### src/rtl/nrzi_encoder.sv
`default_nettype none
// ============================================================================
// Module      : nrzi_encoder
// Description : Serial NRZI line encoder for the USB transmit bit path.
//               Data 0 toggles the line level, data 1 holds it. With bit
//               stuffing enabled, a toggle is inserted after STUFF_LEN
//               consecutive accepted 1s; the source is stalled through
//               bit_ready for that one cycle.
// Revision    : 1.0 - initial release
// ============================================================================
module nrzi_encoder #(
    parameter logic IDLE_LEVEL = 1'b1,
    parameter bit   STUFF_EN   = 1'b1,
    parameter int   STUFF_LEN  = 6
) (
    input  logic clk,
    input  logic nRST,
    input  logic curr_bit,
    input  logic bit_valid,
    output logic bit_ready,
    input  logic clear,
    output logic encoded_bit,
    output logic encoded_valid,
    output logic stuff_active
);

    localparam int CNT_W = $clog2(STUFF_LEN + 1);

    // Saturation value of the run counter and the count one short of it.
    localparam logic [CNT_W-1:0] STUFF_MAX  = CNT_W'(STUFF_LEN);
    localparam logic [CNT_W-1:0] STUFF_LAST = CNT_W'(STUFF_LEN - 1);

    // ST_STUFF means a stuffed toggle goes out on the next edge.
    typedef enum logic [0:0] {
        ST_DATA  = 1'b0,
        ST_STUFF = 1'b1
    } state_t;

    state_t           state;
    state_t           state_nxt;
    logic [CNT_W-1:0] ones_cnt;
    logic [CNT_W-1:0] ones_nxt;
    logic             enc_nxt;
    logic             valid_nxt;
    logic             stuff_act_nxt;

    // The source is only stalled while a stuffed bit is pending.
    generate
        if (STUFF_EN) begin : g_stuff
            assign bit_ready = (state != ST_STUFF);
        end else begin : g_no_stuff
            assign bit_ready = 1'b1;
        end
    endgenerate

    // Next-state and next-output logic: clear, then stuff, then data, then idle.
    always_comb begin
        state_nxt     = state;
        ones_nxt      = ones_cnt;
        enc_nxt       = encoded_bit;
        valid_nxt     = 1'b0;
        stuff_act_nxt = 1'b0;

        if (clear) begin
            // End of packet: back to idle line, any pending stuff dropped.
            state_nxt = ST_DATA;
            ones_nxt  = '0;
            enc_nxt   = IDLE_LEVEL;
        end else if (state == ST_STUFF) begin
            // Stuffed 0: toggle regardless of bit_valid; curr_bit is not consumed.
            state_nxt     = ST_DATA;
            ones_nxt      = '0;
            enc_nxt       = ~encoded_bit;
            valid_nxt     = 1'b1;
            stuff_act_nxt = 1'b1;
        end else if (bit_valid) begin
            valid_nxt = 1'b1;
            if (!curr_bit) begin
                enc_nxt  = ~encoded_bit;
                ones_nxt = '0;
            end else begin
                if (ones_cnt != STUFF_MAX) begin
                    ones_nxt = ones_cnt + CNT_W'(1);
                end
                if (STUFF_EN && (ones_cnt == STUFF_LAST)) begin
                    state_nxt = ST_STUFF;
                end
            end
        end
        // Idle: line holds, run count is retained across the gap.
    end

    // State and output registers with synchronous active-high reset.
    always_ff @(posedge clk) begin
        if (nRST) begin
            state         <= ST_DATA;
            ones_cnt      <= '0;
            encoded_bit   <= IDLE_LEVEL;
            encoded_valid <= 1'b0;
            stuff_active  <= 1'b0;
        end else begin
            state         <= state_nxt;
            ones_cnt      <= ones_nxt;
            encoded_bit   <= enc_nxt;
            encoded_valid <= valid_nxt;
            stuff_active  <= stuff_act_nxt;
        end
    end

endmodule
`default_nettype wire

### config.mk
export PLATFORM = sky130hd
export DESIGN_NAME = nrzi_encoder
export DESIGN_NICKNAME = d
export VERILOG_FILES = /design/src/rtl/nrzi_encoder.sv
export SDC_FILE = /design/constraint.sdc
export NUM_CORES = 1
export LEC_CHECK = 0
export ABC_AREA = 1
export BUFFER_PORTS_ARGS = -buffer_cell sky130_fd_sc_hd__buf_2
export CAP_MARGIN = 20
export CELL_PAD_IN_SITES_DETAIL_PLACEMENT = 0
export CELL_PAD_IN_SITES_GLOBAL_PLACEMENT = 1
export CORE_AREA = 5 5 42 44
export DETAILED_ROUTE_END_ITERATION = 12
export DIE_AREA = 0 0 47 49
export PLACE_DENSITY = 0.7
export SETUP_SLACK_MARGIN = 0.4
export SLEW_MARGIN = 20
export SYNTH_ARGS = -nofsm -noshare
export SYNTH_HDL_FRONTEND = slang
export SYNTH_SLANG_ARGS = --single-unit
export TNS_END_PERCENT = 20
### constraint.sdc
create_clock -name clk -period 1.3 [get_ports clk]
set_input_delay 0.065 -clock clk [delete_from_list [all_inputs] [get_ports clk]]
set_output_delay 0.065 -clock clk [all_outputs]
set_load 0.05 [all_outputs]
==> flow_summary.toml <==
[yosys]
avgSynthCellArea_um2 = 7.56
synth_area_um2 = 363
yosys-top-cells-area = "dfxtp_1 (39%), ha_1 (10%), nand2_1 (9.3%)"
yosys.cell_types.count = 15
synth_top_cell_area_share_pct = 38.6
synth_ff_type = "dfxtp_1"
ys_seq_area_share_pct = 38.6
ys_ff_latch = 7
syn-instance-count = 48
syn-num-nets = 56
yosys_warnings = 0
synth.top_cells.by_count = "nand2_1 (9), inv_1 (8), dfxtp_1 (7), nor2_1 (7)"
synth-edff-count = 0
yosysMostFrequentCell = "nand2_1"
synth_top_cell_by_area = "dfxtp_1"
synthArstFlopShare_pct = 0

[global_route]
use_met2_pct = 10.2
grt_util_met3_pct = 3.32
grtUsageMet1_pct = 8.63
grt_pass1_wl_um = 1220
grt_busiest_layer = "met2"
grt_max_degree = 10
globalRouteOverflowTotal = 0
grt_pass1_vias = 288
grtUsageTotal_pct = 7.41
antenna_found_initial = 0

[final_layout]
final_nets = 69
antenna_cells = 0
stdcell_count = 76
multi_input_area_um2 = 199
utilization_pct = 34.6
drive_gt1_share_pct = 40.0
fill_cells = 160
regArea_um2 = 150
syn_to_final_growth_pct = 33.8

[worst_setup_path]
reg2reg_slack_ns = 0.30
startpoint = "ones_cnt[0]"
reg2reg_depth = 7
crit_slowest_cell = "dfxtp_4"
cp_max_fo = 4
r2r-end = "ones_cnt[1]"
critPathLaunchType = "register"
worst_setup_path_end_kind = "register"
crit_type = "register to register"
crit_path_max_incr_delay_ns = 0.37
r2r_start = "ones_cnt[0]"
path_cells = "inv_4 -> ha_4 -> inv_2 -> nand2_1 -> nand3_1 -> nand2_1 -> nor2_1"
critPathCapture = "ones_cnt[1]"
crit_arrival_ns = 1.15
crit_top_cell = "nand2_1"
required_ns = 1.44

[status]
status = "finished clean"

[clocking]
clockBufferDepth = 2
clkLatencyLatePin_ns = 0.25
cts_tree = "built"
htree_levels = 1
hold_buffers = 0
clockRootBuffer = "clkbuf_4"
cts_sinks = 7
clk_pin_slew_ns = 0.05
cts_buffers = 3

[sta]
period_needed_ns = 1.00
period_share_pct = 77.1
setup-violations-final = 0
fin_skew_ns = 0.00425
fmax_mhz = 997
worst_pin_slew_ns = 0.252
rsz0062_at_grt = "yes"
hold_viol_final = 0
tns_ns = 0
max-slew-margin-rel_pct = 83.3
report.final.slew_viol_count = 0

[power_and_ir_drop]
finalPower_uw = 474
powerDensity_nw_per_um2 = 976
max-vdd-ir-drop_mv = 0.477
p_leak_uw = 0.000247

[placement]
gp_congestion = 0.745
place_inst = 71
numPortBuffers = 8

[floorplan]
die-area_um2 = 2300
rows = 14
core_um2 = 1400
die_w_um = 47
fp.dieH_um = 49
initial_utilization_pct = 25.9
io_pins = 9

[route]
antenna_left = 0
drt_iter0_drc = 1
wirelength_um = 681
drc = 0
viasPerCell = 4.17
wl_per_cell_um = 8.96
firstDrtPassIters = 2
route.vias.total = 317

[worst_hold_path]
hold_path_class = "input port to register"

[job]
max-cap-violations = 0
[placed cells by master (no fill, tap or decap), types with 2 or more instances in the layout]
master	count
nand2_1	9
nor2_1	7
buf_2	7
inv_1	5
a21oi_1	3
clkbuf_4	3
dfxtp_1	3
nand3_2	2
nand3_1	2
ha_1	2
dfxtp_2	2
dfxtp_4	2
[metal layers]
| layer | share of wire (%) | vias up |
|---|---|---|
| met2 | 47 | 3 |
| met1 | 46 | 136 |
| met4 | 3.1 | 0 |
| met3 | 2.9 | 4 |
| met5 | 0 | - |
| li1 | - | 174 |
[worst max-delay path, delay by kind of cell, from the launching register on]
family,cells,cell delay (ns)
buffers and inverters,2,0.06
and+or+nand+nor,4,0.22
DFF,1,0.37
adders and majority gates,1,0.25
[area by class of cell]
| class | instances | share of cell area [%] |
|---|---|---|
| Clock buffer | 4 | 5.41 |
| Multi-Input combinational cell | 32 | 41.0 |
| Sequential cell | 7 | 30.9 |
| Timing Repair Buffer | 9 | 11.1 |
| Tap cell | 16 | 4.12 |
| Inverter | 8 | 7.47 |
[flip-flops by register name, summed over array words and instances, names as in the netlist]
name	flops
state	1
stuff_active	1
ones_cnt	3
encoded_bit	1
encoded_valid	1
[logic make-up after synthesis]
kind of cell	after synthesis	share of synthesized area, %
AND/OR/NAND/NOR	25	33.4
buffers and inverters	9	11.4
flip-flops	7	38.6
adder cells (fa/ha/maj)	3	10.3
AO/OA/AOI/OAI	4	6.21
[how the worst min path moves through the flow]
stage          startpoint             to  slack [ns]  cells after the start
2_1_floorplan    curr_bit          state        0.21                      2
3_3_place_gp        clear   stuff_active        0.39                      4
3_5_place_dp     curr_bit          state        0.39                      3
4_1_cts             clear   stuff_active        0.12                      4
5_1_grt          curr_bit          state        0.14                      3
6_report            clear  encoded_valid        0.13                      4
[repair_timing]
item                       in CTS  in global routing
setup buffers                   0                  1
pin swaps                       1                  1
setup endpoints to repair       6                  7
resized for setup               3                  3
[report_power, final]
part | total, uW | internal [uW] | switching [uW]
Clock | 195 | 117 | 77.6
Combinational | 57.4 | 22.8 | 34.6
Sequential | 222 | 217 | 4.80
[per-stage QoR]
step	hold slack, ns	cell area [um^2]	setup WS, ns
2_1_floorplan	0.209	390	0.344
3_3_place_gp	0.392	439	0.295
3_5_place_dp	0.387	439	0.297
4_1_cts	0.124	473	0.292
5_1_grt	0.143	485	0.235
6_report	0.130	485	0.297
Power figures use the tool's default switching activity.
